`src/rtl/id_stage.sv`:
```
`default_nettype none
// ============================================================================
// Module : id_stage
// Brief  : IF/ID register, 32x32 register file, hazard detection, branch
//          resolution and the registered ID/EX bundle.
// Rev    : 1.0
// ============================================================================
module id_stage #(
    parameter logic [31:0] NOP = 32'h0000_0000
) (
    input  logic        clk,
    input  logic        rst,
    input  logic [31:0] PC,
    input  logic [31:0] instruction,
    input  logic        wb_en,
    input  logic [4:0]  wb_dest,
    input  logic [31:0] wb_data,
    input  logic [4:0]  exmem_dest,
    input  logic        exmem_reg_write,
    output logic        BranchTaken,
    output logic [31:0] BranchOffset,
    output logic        PCWrite,
    output logic [31:0] id_ex_pc,
    output logic [31:0] id_ex_reg1,
    output logic [31:0] id_ex_reg2,
    output logic [31:0] id_ex_imm,
    output logic [4:0]  id_ex_dest,
    output logic [5:0]  id_ex_opcode,
    output logic [5:0]  id_ex_funct,
    output logic        id_ex_reg_write,
    output logic        id_ex_mem_read,
    output logic        id_ex_mem_write
);

    localparam logic [5:0] c_op_rtype = 6'h00;
    localparam logic [5:0] c_op_lw    = 6'h23;
    localparam logic [5:0] c_op_sw    = 6'h2B;
    localparam logic [5:0] c_op_addi  = 6'h08;
    localparam logic [5:0] c_op_beq   = 6'h04;
    localparam logic [5:0] c_op_bne   = 6'h05;

    logic [31:0] ifid_pc_q, ifid_pc_d, ifid_instr_q, ifid_instr_d;
    logic [31:0] regs_q [32];
    logic [31:0] regs_d [32];

    logic [31:0] id_ex_pc_q, id_ex_pc_d, id_ex_reg1_q, id_ex_reg1_d;
    logic [31:0] id_ex_reg2_q, id_ex_reg2_d, id_ex_imm_q, id_ex_imm_d;
    logic [4:0]  id_ex_dest_q, id_ex_dest_d;
    logic [5:0]  id_ex_opcode_q, id_ex_opcode_d, id_ex_funct_q, id_ex_funct_d;
    logic        id_ex_reg_write_q, id_ex_reg_write_d;
    logic        id_ex_mem_read_q, id_ex_mem_read_d;
    logic        id_ex_mem_write_q, id_ex_mem_write_d;

    logic [5:0]  w_op;
    logic [4:0]  w_rs, w_rt, w_rd, w_dest;
    logic        w_rd_rs, w_rd_rt, w_wr, w_mr, w_mw, w_beq, w_bne;
    logic [31:0] w_rs_val, w_rt_val, w_imm;
    logic        w_idex_hit, w_exmem_hit, w_load_use, w_br_haz;

    assign w_op  = ifid_instr_q[31:26];
    assign w_rs  = ifid_instr_q[25:21];
    assign w_rt  = ifid_instr_q[20:16];
    assign w_rd  = ifid_instr_q[15:11];
    assign w_imm = {{16{ifid_instr_q[15]}}, ifid_instr_q[15:0]};

    always_comb begin
        w_rd_rs = 1'b0;
        w_rd_rt = 1'b0;
        w_wr    = 1'b0;
        w_mr    = 1'b0;
        w_mw    = 1'b0;
        w_beq   = 1'b0;
        w_bne   = 1'b0;
        w_dest  = 5'd0;
        case (w_op)
            c_op_rtype: begin w_rd_rs = 1'b1; w_rd_rt = 1'b1; w_dest = w_rd; w_wr = 1'b1; end
            c_op_lw:    begin w_rd_rs = 1'b1; w_dest = w_rt; w_wr = 1'b1; w_mr = 1'b1; end
            c_op_sw:    begin w_rd_rs = 1'b1; w_rd_rt = 1'b1; w_mw = 1'b1; end
            c_op_addi:  begin w_rd_rs = 1'b1; w_dest = w_rt; w_wr = 1'b1; end
            c_op_beq:   begin w_rd_rs = 1'b1; w_rd_rt = 1'b1; w_beq = 1'b1; end
            c_op_bne:   begin w_rd_rs = 1'b1; w_rd_rt = 1'b1; w_bne = 1'b1; end
            default:    ;
        endcase
        if (w_dest == 5'd0) w_wr = 1'b0;
    end

    // Read ports: x0 wins over the write-first bypass, which wins over the array.
    always_comb begin
        w_rs_val = regs_q[w_rs];
        if (wb_en && (wb_dest == w_rs)) w_rs_val = wb_data;
        if (w_rs == 5'd0) w_rs_val = 32'd0;
        w_rt_val = regs_q[w_rt];
        if (wb_en && (wb_dest == w_rt)) w_rt_val = wb_data;
        if (w_rt == 5'd0) w_rt_val = 32'd0;
    end

    assign w_idex_hit  = (w_rd_rs && (id_ex_dest_q == w_rs)) || (w_rd_rt && (id_ex_dest_q == w_rt));
    assign w_exmem_hit = exmem_reg_write && (exmem_dest != 5'd0) &&
                         ((w_rd_rs && (exmem_dest == w_rs)) || (w_rd_rt && (exmem_dest == w_rt)));
    assign w_load_use  = id_ex_mem_read_q && (id_ex_dest_q != 5'd0) && w_idex_hit;
    assign w_br_haz    = (w_beq || w_bne) && ((id_ex_reg_write_q && w_idex_hit) || w_exmem_hit);

    assign PCWrite      = w_load_use || w_br_haz;
    assign BranchTaken  = ((w_beq && (w_rs_val == w_rt_val)) || (w_bne && (w_rs_val != w_rt_val))) && !PCWrite;
    assign BranchOffset = w_imm;

    always_comb begin
        ifid_pc_d    = ifid_pc_q;
        ifid_instr_d = ifid_instr_q;
        if (!PCWrite) begin
            if (BranchTaken) begin
                ifid_instr_d = NOP;
            end else begin
                ifid_pc_d    = PC;
                ifid_instr_d = instruction;
            end
        end
    end

    always_comb begin
        regs_d = regs_q;
        if (wb_en && (wb_dest != 5'd0)) regs_d[wb_dest] = wb_data;
    end

    // A stall inserts an all-zero bubble; fields of unread operands are zeroed.
    always_comb begin
        id_ex_pc_d        = 32'd0;
        id_ex_reg1_d      = 32'd0;
        id_ex_reg2_d      = 32'd0;
        id_ex_imm_d       = 32'd0;
        id_ex_dest_d      = 5'd0;
        id_ex_opcode_d    = 6'd0;
        id_ex_funct_d     = 6'd0;
        id_ex_reg_write_d = 1'b0;
        id_ex_mem_read_d  = 1'b0;
        id_ex_mem_write_d = 1'b0;
        if (!PCWrite) begin
            id_ex_pc_d        = ifid_pc_q;
            id_ex_reg1_d      = w_rd_rs ? w_rs_val : 32'd0;
            id_ex_reg2_d      = w_rd_rt ? w_rt_val : 32'd0;
            id_ex_imm_d       = w_imm;
            id_ex_dest_d      = w_dest;
            id_ex_opcode_d    = w_op;
            id_ex_funct_d     = ifid_instr_q[5:0];
            id_ex_reg_write_d = w_wr;
            id_ex_mem_read_d  = w_mr;
            id_ex_mem_write_d = w_mw;
        end
    end

    always_ff @(posedge clk or negedge rst) begin
        if (!rst) begin
            ifid_pc_q         <= 32'd0;
            ifid_instr_q      <= NOP;
            id_ex_pc_q        <= 32'd0;
            id_ex_reg1_q      <= 32'd0;
            id_ex_reg2_q      <= 32'd0;
            id_ex_imm_q       <= 32'd0;
            id_ex_dest_q      <= 5'd0;
            id_ex_opcode_q    <= 6'd0;
            id_ex_funct_q     <= 6'd0;
            id_ex_reg_write_q <= 1'b0;
            id_ex_mem_read_q  <= 1'b0;
            id_ex_mem_write_q <= 1'b0;
        end else begin
            ifid_pc_q         <= ifid_pc_d;
            ifid_instr_q      <= ifid_instr_d;
            id_ex_pc_q        <= id_ex_pc_d;
            id_ex_reg1_q      <= id_ex_reg1_d;
            id_ex_reg2_q      <= id_ex_reg2_d;
            id_ex_imm_q       <= id_ex_imm_d;
            id_ex_dest_q      <= id_ex_dest_d;
            id_ex_opcode_q    <= id_ex_opcode_d;
            id_ex_funct_q     <= id_ex_funct_d;
            id_ex_reg_write_q <= id_ex_reg_write_d;
            id_ex_mem_read_q  <= id_ex_mem_read_d;
            id_ex_mem_write_q <= id_ex_mem_write_d;
        end
    end

    always_ff @(posedge clk or negedge rst) begin
        if (!rst) begin
            for (int i = 0; i < 32; i++) regs_q[i] <= 32'd0;
        end else begin
            regs_q <= regs_d;
        end
    end

    assign id_ex_pc        = id_ex_pc_q;
    assign id_ex_reg1      = id_ex_reg1_q;
    assign id_ex_reg2      = id_ex_reg2_q;
    assign id_ex_imm       = id_ex_imm_q;
    assign id_ex_dest      = id_ex_dest_q;
    assign id_ex_opcode    = id_ex_opcode_q;
    assign id_ex_funct     = id_ex_funct_q;
    assign id_ex_reg_write = id_ex_reg_write_q;
    assign id_ex_mem_read  = id_ex_mem_read_q;
    assign id_ex_mem_write = id_ex_mem_write_q;

endmodule
`default_nettype wire

```
`config.mk`:
```
export PLATFORM = sky130hd
export DESIGN_NAME = id_stage
export DESIGN_NICKNAME = d
export VERILOG_FILES = /design/src/rtl/id_stage.sv
export SDC_FILE = /design/constraint.sdc
export NUM_CORES = 2
export LEC_CHECK = 0
export BUFFER_PORTS_ARGS = -buffer_cell sky130_fd_sc_hd__clkbuf_2
export CAP_MARGIN = 20
export CORE_MARGIN = 2
export CORE_UTILIZATION = 55
export CTS_CLUSTER_SIZE = 20
export DETAILED_ROUTE_END_ITERATION = 8
export HOLD_SLACK_MARGIN = 0.03
export PLACE_DENSITY = 0.75
export SETUP_SLACK_MARGIN = 0.1
export SLEW_MARGIN = 20
export SYNTH_ARGS = -nofsm -noshare
export SYNTH_HDL_FRONTEND = slang
export SYNTH_SLANG_ARGS = --single-unit
```
`constraint.sdc`:
```
create_clock -name clk -period 3.4 [get_ports clk]
set_input_delay 0 -clock clk [delete_from_list [all_inputs] [get_ports clk]]
set_output_delay 0 -clock clk [all_outputs]
set_load 0.05 [all_outputs]
```
==> metrics.yaml <==
yosysWarningCount: 0
path_depth: 20
vias: 51650
dieArea_sq_um: 120400
synth-main-ff-cell: "dfrtp_1"
startpoint: "ifid_instr_q[21]"
fin_util_pct: 69.32
hold_ws_ns: 0.04324
ant_nets: 0
drv_slew: 0
cp_cell_sequence: "buf_12, buf_12, buf_16, mux2i_1, a22o_1, a2111oi_4, buf_4, a211o_1, o211ai_1, xor2_1, buf_4, nor3_2, buf_4, nand4_4, nor4_4, buf_4, xnor2_4, buf_12, and2_4, buf_12"
ys_top_cells_by_area: "dfrtp_1, mux2_2, mux4_2"
groute.layer.met1.usage_pct: 50.44
drt_drc_violations_left: 0
synth_area_per_cell_sq_um: 13.59
clockPowerShare_pct: 33.6
intPower_mw: 31.55
core-area_sq_um: 116400
syn_nets: 4869
ioPinCount: 292
synth_cells: 4759
synth_top_area_cell: "dfrtp_1"
cp_top_family: "buffers and inverters"
slew_headroom_pct: 34.95
dr.pass1.iters: 8
met2_usage_pct: 58.84
cap_violations: 0
antenna_found_initial: 12
outcome: "complete, but fails checks"
rsz0062_at_grt: "true"
cts_made_buffers: 135
start_kind: "flop"
nets: 5737
viasPerCell: 7.118
grt_max_degree: 116
clock-sinks: 1214
rr_worst_depth: 22
synth.cell_area_sq_um: 64690
p_seq_share_pct: 41.9
r2r-end: "ifid_pc_q[14]"
swShare_pct: 29.61
initial_core_util_pct: 55.59
cts.clk_slew.worst_paths_ns: 0.06
hold_end: "ifid_pc_q[4]"
synth-seq-cells: 1214
grt_pass1_vias: 52310
grt-ovfl-total: 0
vdd_drop_max_v: 0.0006154
yosys-top-cells-count: "dfrtp_1, mux2_2, mux2i_1, mux4_2, clkbuf_1"
chipHeight_um: 346.9
crit_path_end_kind: "output pin"
post-route-min-period_ns: 4.948
track_usage_pct: 40.94
min-delay-start: "PC[4]"
initialDrtViolationCount: 7119
clock_path_buffers: 3
fin_cells: 7257
yosysSeqAreaShare_pct: 46.96
synth.most_common_cell: "dfrtp_1"
fmax_mhz: 202.1
dpl.cell_count: 6817
gr-max-usage-layer: "met2"
holdPathStages: 3
fp.dieW_um: 346.9
synthArstFlopShare_pct: 100.0
reg2reg_from: "ifid_instr_q[21]"
wire_per_inst_um: 34.31
comb_power_share_pct: 24.4
max_slew.worst_pin.slew_ns: 0.9669
grt_pass1_wl_mm: 359.2
hold_viol: 0
port_buffers: 291
critical_path_arrival_ns: 4.95
finalSetupViolations: 66
post-route-period-util_pct: 145.5
failed_checks: "setup timing"
reg2reg_slack_ns: -1.20
slowest_delay_ns: 0.53
clock_skew_ns: 0.02214
rows: 125
yosys.area.top_type_share_pct: 46.96
power_switching_mw: 13.27
place_ws_ns: -1.227
power_density_nw_per_um2: 555.7
root_buffer: "clkbuf_16"
gp_congestion: 0.9905
crit_slowest_cell: "dfrtp_4"
hpwl_mm: 157.7
synth_cell_type_count: 81
grtUsageMet3_pct: 15.75
worstSetupPathType: "flop to output pin"
syn_to_final_growth_pct: 24.69
cp_data_required_time_ns: 3.40
cts_tree: "built"
clk_latency_ns: 0.77
tns_ns: -68.30
fin_ws_ns: -1.548
drive_gt1_share_pct: 52.27
routed_wl_mm: 249.0
p_leak_nw: 36.34
cp.buffers_inverters: 9
crit_path_max_fanout: 7
h-tree-depth: 4
synth-edff-count: 0
worstHoldPathType: "primary input to flop"
metrics by stage:
step           cell area [sq um]  power [mW]
6_report                   80660       44.82
2_1_floorplan              65010       24.78
3_3_place_gp               72910       28.41
3_5_place_dp               72910       28.87
5_1_grt                    80650       46.10
4_1_cts                    79960       44.28
layout make-up:
| class | count | area (sq um) |
|---|---|---|
| fill | 7645 | 35700 |
| multi-input combinational | 2980 | 32400 |
| sequential | 1214 | 30410 |
| timing repair buffer | 1285 | 11380 |
| clock buffer | 193 | 3887 |
| tap | 1524 | 1907 |
| clock inverter | 45 | 621.8 |
| inverter | 11 | 45.04 |
| antenna | 5 | 12.51 |
kinds of logic after synthesis:
| kind of cell | share of synthesized area (%) |
|---|---|
| AND/OR/NAND/NOR | 4.025 |
| AO/OA/AOI/OAI | 7.559 |
| XOR/XNOR | 0.8259 |
| flip-flops | 46.96 |
| buffers and inverters | 4.683 |
| multiplexers | 35.94 |
worst max path at each step:
stage,endpoint,slack (ns)
2_1_floorplan,ifid_pc_q[10],-0.15
3_3_place_gp,BranchTaken,-1.20
3_5_place_dp,BranchTaken,-1.23
4_1_cts,BranchTaken,-1.43
5_1_grt,BranchTaken,-1.65
6_report,BranchTaken,-1.55
power groups by stage:
| stage | Clock (mW) | Combinational (mW) | Sequential, mW |
|---|---|---|---|
| after floorplan | 0 | 6.30 | 18.5 |
| after global placement | 0 | 9.76 | 18.7 |
| after detailed placement | 0 | 10.0 | 18.8 |
| after CTS | 15.1 | 10.5 | 18.6 |
| after global routing | 15.7 | 11.4 | 19.0 |
| final | 15.1 | 10.9 | 18.8 |
sequential cells by signal, indices dropped and copies added, names as in the netlist:
signal           count
id_ex_reg1          32
id_ex_mem_read       1
id_ex_imm           11
regs_q            1024
id_ex_opcode         6
id_ex_mem_write      1
ifid_pc_q           32
id_ex_reg_write      1
id_ex_reg2          32
id_ex_funct          5
id_ex_pc            32
ifid_instr_q        32
id_ex_dest           5
metal layers:
metal	up-vias	routed length, um
met1	26250	85360
met5	-	164
met4	16	21690
li1	19880	-
met3	1254	34910
met2	4252	106900
cells in the final DEF (no fill, tap or decap), drive strengths merged, types with 25 or more instances in the layout:
| cell type | synthesis | routed |
|---|---|---|
| o221ai | 25 | 25 |
| buf | 232 | 888 |
| mux2 | 1007 | 1007 |
| nor2 | 134 | 134 |
| o22ai | 35 | 35 |
| and2 | 78 | 78 |
| a221o | 40 | 40 |
| nand3 | 28 | 28 |
| a22oi | 142 | 142 |
| mux4 | 356 | 356 |
| clkbuf | 322 | 487 |
| o21ai | 90 | 90 |
| xnor2 | 36 | 36 |
| nand2 | 104 | 104 |
| dlygate4sd3 | 0 | 100 |
| nor3 | 45 | 45 |
| a221oi | 93 | 93 |
| a21oi | 81 | 81 |
| dfrtp | 1214 | 1214 |
| a211oi | 30 | 30 |
| mux2i | 389 | 389 |
| xor2 | 25 | 25 |
worst reg2reg max path: cells and delay by family (launching register included):
family | cells | cell delay [ns]
flip-flops | 1 | 0.53
AO/OA/AOI/OAI | 6 | 1.39
XOR/XNOR | 1 | 0.23
buffers and inverters | 11 | 1.57
AND/OR/NAND/NOR | 3 | 0.58
multiplexers | 1 | 0.16
timing repair:
| item | in CTS | in global routing |
|---|---|---|
| hold endpoints to repair | 2224 | 0 |
| resized for setup | 131 | 84 |
| endpoints found under the setup margin | 76 | 75 |
| gates cloned | 14 | 3 |
| buffers inserted | 45 | 34 |
| hold buffers | 101 | 0 |
| pin swaps | 51 | 33 |
(Power assumes the default switching activity.)
